[config.mk]
export PLATFORM = sky130hd
export DESIGN_NAME = fast_control_serializer
export DESIGN_NICKNAME = d
export VERILOG_FILES = /design/src/rtl/fc_pkg.sv /design/src/rtl/fc_chan_ser.sv /design/src/rtl/fast_control_serializer.sv
export SDC_FILE = /design/constraint.sdc
export NUM_CORES = 1
export LEC_CHECK = 0
export ABC_CLOCK_PERIOD_IN_PS = 1700
export CAP_MARGIN = 20
export CORE_MARGIN = 2
export CORE_UTILIZATION = 40
export DETAILED_ROUTE_END_ITERATION = 6
export SLEW_MARGIN = 20
export SYNTH_ARGS = -nofsm -noshare
export SYNTH_HDL_FRONTEND = slang
export SYNTH_HIERARCHICAL = 1
export SYNTH_SLANG_ARGS = --single-unit
[constraint.sdc]
create_clock -name fc_clk_i -period 1.7 [get_ports fc_clk_i]
set_clock_uncertainty 0.2 [all_clocks]
set_input_delay 0.17 -clock fc_clk_i [delete_from_list [all_inputs] [get_ports fc_clk_i]]
set_output_delay 0.17 -clock fc_clk_i [all_outputs]
set_load 0.05 [all_outputs]
[src/rtl/fc_pkg.sv]
// fc_pkg
// Shared constants and helpers for the multi-lane fast-control serializer.
//   WORD_W_DEF    : default word length in bits (also the frame length in cycles)
//   IDLE_WORD_DEF : default pattern sent on a lane that has no pending command
//   MAX_DLY_DEF   : default maximum per-lane deskew delay in cycles
//   dly_w()       : width of one per-lane delay field for a given maximum delay
package fc_pkg;

  localparam int         WORD_W_DEF    = 8;
  localparam logic [7:0] IDLE_WORD_DEF = 8'hAC;
  localparam int         MAX_DLY_DEF   = 15;

  // Width needed to encode 0..max_dly; never narrower than one bit.
  function automatic int dly_w(input int max_dly);
    return (max_dly < 1) ? 1 : $clog2(max_dly + 1);
  endfunction

endpackage

[src/rtl/fc_chan_ser.sv]
// fc_chan_ser
// One serial lane: single-entry command hold register, word shift register,
// deskew delay line and output polarity inversion.
// Ports:
//   fc_clk_i, fc_rst_n_i : bit clock, asynchronous active-low reset
//   load_i               : high in the last cycle of a frame; the edge ending it loads a word
//   rst_done_i           : high from the first edge after reset release
//   cmd_valid_i/_data_i  : command word offered to this lane
//   cmd_ready_o          : hold register can accept a word
//   ch_en_i              : lane enable (static config)
//   ch_inv_i             : output polarity inversion (static config)
//   ch_dly_i             : extra output delay in cycles (static config)
//   fc_sig_o             : registered serial output bit
module fc_chan_ser
  import fc_pkg::*;
#(
  parameter int               WORD_W    = WORD_W_DEF,
  parameter logic [WORD_W-1:0] IDLE_WORD = IDLE_WORD_DEF,
  parameter int               MAX_DLY   = MAX_DLY_DEF,
  parameter int               DLY_W     = dly_w(MAX_DLY)
) (
  input  logic              fc_clk_i,
  input  logic              fc_rst_n_i,
  input  logic              load_i,
  input  logic              rst_done_i,
  input  logic              cmd_valid_i,
  input  logic [WORD_W-1:0] cmd_data_i,
  output logic              cmd_ready_o,
  input  logic              ch_en_i,
  input  logic              ch_inv_i,
  input  logic [DLY_W-1:0]  ch_dly_i,
  output logic              fc_sig_o
);

  localparam logic [DLY_W-1:0] DLY_SEL_MAX = DLY_W'(MAX_DLY);

  logic              hold_vld_reg;
  logic [WORD_W-1:0] hold_data_reg;
  logic [WORD_W-1:0] shift_reg;
  logic              active_reg;
  logic [MAX_DLY-1:0] dly_line_reg;
  logic              fc_sig_reg;

  logic               ser_bit;
  logic [MAX_DLY:0]   taps;
  logic [DLY_W-1:0]   dly_sel;

  assign cmd_ready_o = rst_done_i && !hold_vld_reg;

  // active_reg gates the lane output: it drops as soon as the lane is
  // disabled and only comes back at a frame boundary, so a lane re-enabled
  // mid-frame keeps sending zeros until a whole word is lined up.
  assign ser_bit = active_reg & shift_reg[WORD_W-1];

  // taps[0] is the undelayed bit, taps[n] the bit delayed by n cycles.
  assign taps    = {dly_line_reg, ser_bit};
  assign dly_sel = (ch_dly_i > DLY_SEL_MAX) ? DLY_SEL_MAX : ch_dly_i;

  always_ff @(posedge fc_clk_i or negedge fc_rst_n_i) begin
    if (!fc_rst_n_i) begin
      hold_vld_reg  <= 1'b0;
      hold_data_reg <= '0;
      shift_reg     <= '0;
      active_reg    <= 1'b0;
      dly_line_reg  <= '0;
      fc_sig_reg    <= 1'b0;
    end else begin
      // Hold register: a disabled lane accepts and drops words.
      if (!ch_en_i) begin
        hold_vld_reg <= 1'b0;
      end else if (load_i && hold_vld_reg) begin
        hold_vld_reg <= 1'b0;
      end else if (cmd_valid_i && cmd_ready_o) begin
        hold_vld_reg  <= 1'b1;
        hold_data_reg <= cmd_data_i;
      end

      if (load_i) begin
        shift_reg <= (ch_en_i && hold_vld_reg) ? hold_data_reg : IDLE_WORD;
      end else begin
        shift_reg <= {shift_reg[WORD_W-2:0], 1'b0};
      end

      if (!ch_en_i) begin
        active_reg <= 1'b0;
      end else if (load_i) begin
        active_reg <= 1'b1;
      end

      dly_line_reg <= taps[MAX_DLY-1:0];
      fc_sig_reg   <= taps[dly_sel] ^ ch_inv_i;
    end
  end

  assign fc_sig_o = fc_sig_reg;

endmodule

[src/rtl/fast_control_serializer.sv]
// fast_control_serializer
// Multi-lane fast-control serializer. Each lane takes command words over a
// valid/ready handshake and sends them MSB-first, one bit per clock, on a
// frame grid shared by all lanes; lanes with nothing to send emit IDLE_WORD.
// Ports:
//   fc_clk_i, fc_rst_n_i : bit clock, asynchronous active-low reset
//   cmd_valid_i          : per-lane command valid
//   cmd_data_i           : per-lane command words, lane k at [k*WORD_W +: WORD_W]
//   cmd_ready_o          : per-lane ready
//   ch_en_i, ch_inv_i    : per-lane enable and polarity inversion
//   ch_dly_i             : per-lane deskew delay, lane k at [k*DLY_W +: DLY_W]
//   frame_o              : pulse on the first cycle of each frame in the shift registers
//   fc_sig_o             : per-lane registered serial bit
module fast_control_serializer
  import fc_pkg::*;
#(
  parameter int                NUM_CH    = 4,
  parameter int                WORD_W    = WORD_W_DEF,
  parameter logic [WORD_W-1:0] IDLE_WORD = IDLE_WORD_DEF,
  parameter int                MAX_DLY   = MAX_DLY_DEF,
  parameter int                DLY_W     = dly_w(MAX_DLY)
) (
  input  logic                     fc_clk_i,
  input  logic                     fc_rst_n_i,
  input  logic [NUM_CH-1:0]        cmd_valid_i,
  input  logic [NUM_CH*WORD_W-1:0] cmd_data_i,
  output logic [NUM_CH-1:0]        cmd_ready_o,
  input  logic [NUM_CH-1:0]        ch_en_i,
  input  logic [NUM_CH-1:0]        ch_inv_i,
  input  logic [NUM_CH*DLY_W-1:0]  ch_dly_i,
  output logic                     frame_o,
  output logic [NUM_CH-1:0]        fc_sig_o
);

  localparam int              CNT_W    = $clog2(WORD_W);
  localparam logic [CNT_W-1:0] CNT_LAST = CNT_W'(WORD_W - 1);

  logic [CNT_W-1:0] bit_cnt_reg;
  logic             frame_reg;
  logic             rst_done_reg;
  logic             load;

  // The edge that ends the last cycle of a frame loads every shift register.
  assign load = (bit_cnt_reg == CNT_LAST);

  always_ff @(posedge fc_clk_i or negedge fc_rst_n_i) begin
    if (!fc_rst_n_i) begin
      bit_cnt_reg  <= '0;
      frame_reg    <= 1'b0;
      rst_done_reg <= 1'b0;
    end else begin
      bit_cnt_reg  <= load ? '0 : bit_cnt_reg + CNT_W'(1);
      frame_reg    <= load;
      rst_done_reg <= 1'b1;
    end
  end

  assign frame_o = frame_reg;

  for (genvar gi = 0; gi < NUM_CH; gi++) begin : g_chan
    fc_chan_ser #(
      .WORD_W    (WORD_W),
      .IDLE_WORD (IDLE_WORD),
      .MAX_DLY   (MAX_DLY),
      .DLY_W     (DLY_W)
    ) u_chan (
      .fc_clk_i    (fc_clk_i),
      .fc_rst_n_i  (fc_rst_n_i),
      .load_i      (load),
      .rst_done_i  (rst_done_reg),
      .cmd_valid_i (cmd_valid_i[gi]),
      .cmd_data_i  (cmd_data_i[gi*WORD_W +: WORD_W]),
      .cmd_ready_o (cmd_ready_o[gi]),
      .ch_en_i     (ch_en_i[gi]),
      .ch_inv_i    (ch_inv_i[gi]),
      .ch_dly_i    (ch_dly_i[gi*DLY_W +: DLY_W]),
      .fc_sig_o    (fc_sig_o[gi])
    );
  end

endmodule

-- Word-level counts from Yosys, hierarchy flattened
Index checks and enable logic that the tools add are counted.
- output and inout port bits: 9
- logic and storage cells: 119
- register bits after elaboration: 141
- equal/unequal tests: 9
- muxes and demuxes: 38
- bitwise logic cells: 12
- $add $sub $neg: 1
- reductions and logical operators: 24
- order comparisons: 8
- operator list (cell ; count):
    2-to-1 mux 8 bit ; 8
    2-to-1 mux 1 bit ; 21
    less-than comparator 4 x 5 -> 1 bit, second input constant ; 4
    binary-select mux 1 bit (select 4 bit) ; 4
    > comparator 4 bit, second input constant ; 4
    logical AND 1 bit ; 16
    2-to-1 mux 4 bit ; 4
    != test 3 x 1 -> 1 bit, second input constant ; 4
    AND reduction 3 bit ; 4
    != test 2 x 1 -> 1 bit, second input constant ; 4
    bitwise AND 1 bit ; 4
    zero test 1 bit ; 4
    NOT 1 bit ; 4
    XOR 1 bit ; 4
    adder 3 x 1 -> 3 bit, second input constant ; 1
    equality test 3 bit, second input constant ; 1
    2-to-1 mux 3 bit ; 1

-- Logic depth before layout (Yosys ltp)
Gate-level depths: netlist (run 1).
- word-level depth: 6
- mapped depth: 6
- mapped depth without buffers: 4

-- By module
Netlist (run 1), hierarchy kept.
- by module, submodules not included (module ; cells an instance ; seq. area each (um^2) ; area an instance (um^2) ; instances):
    fc_chan_ser ; 90 ; 850.8 ; 1288.7 ; 4
    fast_control_serializer ; 9 ; 125.1 ; 157.7 ; 1

-- Worst setup path before layout (run 1)
No wires, ideal clock.
- kind: register to register
- from: register bit_cnt_reg[0]
- to: register g_chan[0].u_chan.shift_reg[1]
- path buffers: 2
- arrival: 1.317 ns
- stages on the path, launching flop included: 6
- setup slack: 0.049 ns
- cells stage by stage: dfrtp_1 -> ha_1 -> ha_1 -> clkbuf_1 -> clkbuf_1 -> o22ai_1
- cells in the longest elaborated chain, start to end: 2
- ends and longest elaborated chain (element ; line ; source):
    start, declared ; fast_control_serializer.sv:38 ; logic [CNT_W-1:0] bit_cnt_reg;
    start signal, assigned ; fast_control_serializer.sv:52 ; bit_cnt_reg <= load ? '0 : bit_cnt_reg + CNT_W'(1);
    equality test 3 bit ; fast_control_serializer.sv:44 ; assign load = (bit_cnt_reg == CNT_LAST);
    via load ; fast_control_serializer.sv:41 ; logic load;
    2-to-1 mux 8 bit ; fc_chan_ser.sv:78 ; if (load_i) begin
    end signal, assigned ; fc_chan_ser.sv:79 ; shift_reg <= (ch_en_i && hold_vld_reg) ? hold_data_reg : IDLE_WORD;
    end signal, assigned ; fc_chan_ser.sv:81 ; shift_reg <= {shift_reg[WORD_W-2:0], 1'b0};
    end, declared ; fc_chan_ser.sv:39 ; logic [WORD_W-1:0] shift_reg;
The timed path passes the listed nets, and every way through them passes these cells.
A chain may end at the register's enable or synchronous reset.

-- Final worst setup path (run 1)
- from: register g_chan[1].u_chan.active_reg
- to: register g_chan[1].u_chan.fc_sig_reg
- cells in the longest elaborated chain, start to end: 4
- ends and longest elaborated chain (element ; line ; source):
    start, declared ; fc_chan_ser.sv:40 ; logic active_reg;
    start signal, assigned ; fc_chan_ser.sv:64 ; active_reg <= 1'b0;
    start signal, assigned ; fc_chan_ser.sv:85 ; active_reg <= 1'b0;
    start signal, assigned ; fc_chan_ser.sv:87 ; active_reg <= 1'b1;
    bitwise AND 1 bit ; fc_chan_ser.sv:53 ; assign ser_bit = active_reg & shift_reg[WORD_W-1];
    via g_chan[1].u_chan.ser_bit ; fc_chan_ser.sv:44 ; logic ser_bit;
    binary-select mux 1 bit (select 4 bit) ; fc_chan_ser.sv:91 ; fc_sig_reg <= taps[dly_sel] ^ ch_inv_i;
    2-to-1 mux 1 bit (not written as such) ; fc_chan_ser.sv:91 ;
    XOR 1 bit ; fc_chan_ser.sv:91 ;
    end signal, assigned ; fc_chan_ser.sv:91 ;
    end, declared ; fc_chan_ser.sv:42 ; logic fc_sig_reg;
The timed path passes the listed nets, and every way through them passes these cells. The select of a mux whose other input is x is not followed.

==> summary.md, run 1 <==
| Metric | Value |
|---|---|
| Setup CP Type | flop to flop |
| Mapped Nets | roughly 430 |
| Post-layout instance area | between 7000 and 8000 µm² |
| DR iter-0 viols | roughly 160 |
| Tcrit/Tclk final | between 90% and 100% |
| Hpwl dp | ~6.3 mm |
| Final hold vios | 0 |
| Leak | between 3 and 4 nW |
| Mean Syn Cell Area | around 14 µm² |
| Met2 WL post-DR | between 4 and 5 mm |
| Worst path buffer plus inverter count | 0 |
| Drt wl/cell | about 14 µm |
| Kind of end point of the critical path | flop |
| Die width | 119 µm |
| RSZ-0062 raised after global routing | yes |
| Most common cell in the netlist | dfrtp_1 |
| Post-synth top cells | 141 x dfrtp_1, 37 x nor2_1, 32 x mux2_2 |
| Core Util, Final | a little over half |
| R2r setup slk | about 46 ps |
| # setup viols final | 0 |
| # DRC | 0 |
| GPL Wtd Cong | between 0.7 and 0.8 |
| Largest net degree at the start of global routing | 55 |
| Total GRT Usage | 14.4% |
| Worst path arrival time | about 1700 ps |
| Final Critical Period | around 1700 ps |
| Wl on met1 | between 4 and 5 mm |
| Clock transition at path regs | approximately 60 ps |
| Worst path max stage delay | ~470 ps |
| Dominant cells by area after synthesis | dfrtp_1 66%, mux4_1 7.9%, mux2_2 6.8% |
| Worst VDD drop | ~0.7 mV |
| Antenna violations before repair | 1 |
| Die area | between 10000 and 15000 µm² |
| Yosys reg bits | between 100 and 150 |
| Ant diodes | 0 |
| Via count | 3203 |
| Vias in the first global route | around 3300 |
| CP max FO | 2 |
| Cells along the critical path | and2_4, mux4_2, mux2i_1, o2111ai_1 |
| Syn Std Cell Area | 5310 µm² |
| Max FFs per register | 60 |
| Root Driver | clkbuf_16 |
| Share of cells above drive strength 1 | about a quarter |
| Worst Path Required | between 1500 and 2000 ps |
| Area growth, synth to finish | 34.6% |
| CTS tree | yes |
| Netlist cell types | 23 |
| Critical-path top delay cell | mux4_2 |
| Buffer depth of the longest clock path | 2 |
| Post-DR vias/cell | roughly 4.8 |
| IO buf count | 70 |
| Initial core utilization | 40.6% |
| Routed Antenna Nets | 0 |
| Total gr overflow | 0 |
| F_max | ~600 MHz |
| IO Pins | between 70 and 80 |
| DR pass1 iterations | 6 |
| Clock Latency Late Sink | just over 400 ps |
| Nature of the critical path startpoint | flop |
| Multi-input gate area | approximately 1700 µm² |
| H-tree depth | 4 |
| Post-synth EDFFs | 0 |
| Clock sinks | 141 |
| Top Layer Used | met4 |
| Site Rows | 42 |
| Routed met3 length | ~450 µm |
| Hold Path Class | input port to flop |
| Syn Inst Count | between 300 and 400 |
| CTS buffer count | 17 |
| Top-area cell type share of the netlist area | roughly 66% |
| FF+latch area | approximately 3500 µm² |
| Largest area contributor in the synthesized netlist | dfrtp_1 |
| Cell family with most CP delay | multiplexers |
| Final nets | 541 |
| Async SR Flop Fraction | 100% |
| # fillers | between 1000 and 1500 |
| Chip height | roughly 120 µm |
| Max Cap Viol | 0 |
| Outcome | finished clean |
| Post-synth top flop | dfrtp_1 |
| Sequential-to-total area share from yosys stat | 66.4% |
| Dpl cell area | roughly 6500 µm² |
| Core ar. | 13100 µm² |
| Routed WL | roughly 9 mm |
| YS warnings | 6 |
| First-pass GRT wire length | between 15 and 20 mm |
| Power density over cell area | roughly 1200 nW/µm² |
| Fin. max-slew vios | 0 |
-- cells by family (layout without fill, tap and decap cells) --
logic type	Yosys count	in the layout	synth area share [%]
DFF	141	141	66.4
and+or+nand+nor	101	101	9.87
muxes	60	60	17.0
AOI/OAI and AO/OA	40	40	4.52
buffers and inverters	24	145	1.70
adders and majority gates	2	2	0.471
other	1	1	0.0706
-- worst register-to-register path: stages (launching register included) --
cell and delay, ps:
dfrtp_1 380, and2_4 160, mux4_2 470, mux2i_1 190, o2111ai_1 120
-- layout make-up --
cell class                      count  area share, %
Inverter                           16          0.840
Clock buffer                       22           6.77
Tap cell                          176           3.08
Clock inverter                     10           1.91
Multi-Input combinational cell    204           23.6
Timing Repair Buffer               97           14.4
Sequential cell                   141           49.4
-- where the power goes --
part | switching (mW) | internal, mW | leakage (nW)
clock network | 1.33 | 2.46 | 0.310
logic | 0.304 | 0.427 | 1.17
registers | 0.112 | 3.60 | 1.81
total | 1.75 | 6.49 | 3.29
-- stage by stage --
step | TNS (ps) | power [mW] | setup slack [ps] | hold slack, ps | instances
detailed placement | -1280 | 4.50 | -336 | -168 | 630
finish | 0 | 8.24 | 45.7 | 155 | 666
global placement | -1120 | 4.48 | -289 | -167 | 630
CTS | 0 | 8.34 | 16.2 | 151 | 664
global route | -15.9 | 8.59 | -15.9 | 151 | 666
floorplan | 0 | 4.09 | 48.8 | -326 | 369
-- per-layer routing --
layer,vias up,track usage (%)
met1,1596,18.5
met2,69,22.4
met3,16,4.69
li1,1522,-
met4,0,6.47
met5,-,0
-- path summary, 6_finish.rpt --
path,start,end,cells after the start
max,g_chan[1].u_chan/active_reg$_DFFE_PN0P_,g_chan[1].u_chan/fc_sig_o$_DFF_PN0_,4
min,ch_dly_i[13],g_chan[3].u_chan/fc_sig_o$_DFF_PN0_,4
max reg2reg,g_chan[1].u_chan/active_reg$_DFFE_PN0P_,g_chan[1].u_chan/fc_sig_o$_DFF_PN0_,4
min reg2reg,g_chan[3].u_chan/dly_line_reg[8]$_DFF_PN0_,g_chan[3].u_chan/dly_line_reg[9]$_DFF_PN0_,0
max in group asynchronous,fc_rst_n_i,g_chan[0].u_chan/hold_data_reg[5]$_DFFE_PN0P_,4
min in group asynchronous,fc_rst_n_i,g_chan[2].u_chan/shift_reg[4]$_DFF_PN0_,3
-- placed cells by master, fill, tap and decap left out, types with 6 or more instances in the layout --
| cell type | count |
|---|---|
| nor2_1 | 37 |
| mux4_2 | 6 |
| inv_1 | 16 |
| o22ai_1 | 12 |
| buf_4 | 23 |
| mux4_1 | 10 |
| buf_12 | 11 |
| clkbuf_16 | 17 |
| dfrtp_1 | 141 |
| nor3b_1 | 8 |
| clkdlybuf4s50_1 | 58 |
| nand2_1 | 24 |
| mux2_2 | 32 |
| a21oi_1 | 20 |
| mux2i_1 | 12 |
-- timing repair --
item                                   in CTS  in global routing
pin swaps                                   0                  3
endpoints found under the hold margin     141                  0
resized for setup                           5                  8
setup endpoints to repair                   5                  5
hold buffers                                2                  0
setup buffers                               0                  2
Note: power is estimated with default switching activity, not from simulation.
==> run 2: changes to the inputs <==
--- a/config.mk
+++ b/config.mk
@@ -9,6 +9,7 @@
 export CAP_MARGIN = 20
 export CORE_MARGIN = 2
 export CORE_UTILIZATION = 40
+export CTS_CLUSTER_SIZE = 25
 export DETAILED_ROUTE_END_ITERATION = 6
 export SLEW_MARGIN = 20
 export SYNTH_ARGS = -nofsm -noshare
==> results of run 2 <==
Same layout as run 1: the final DEF is identical, and so are final timing and power.
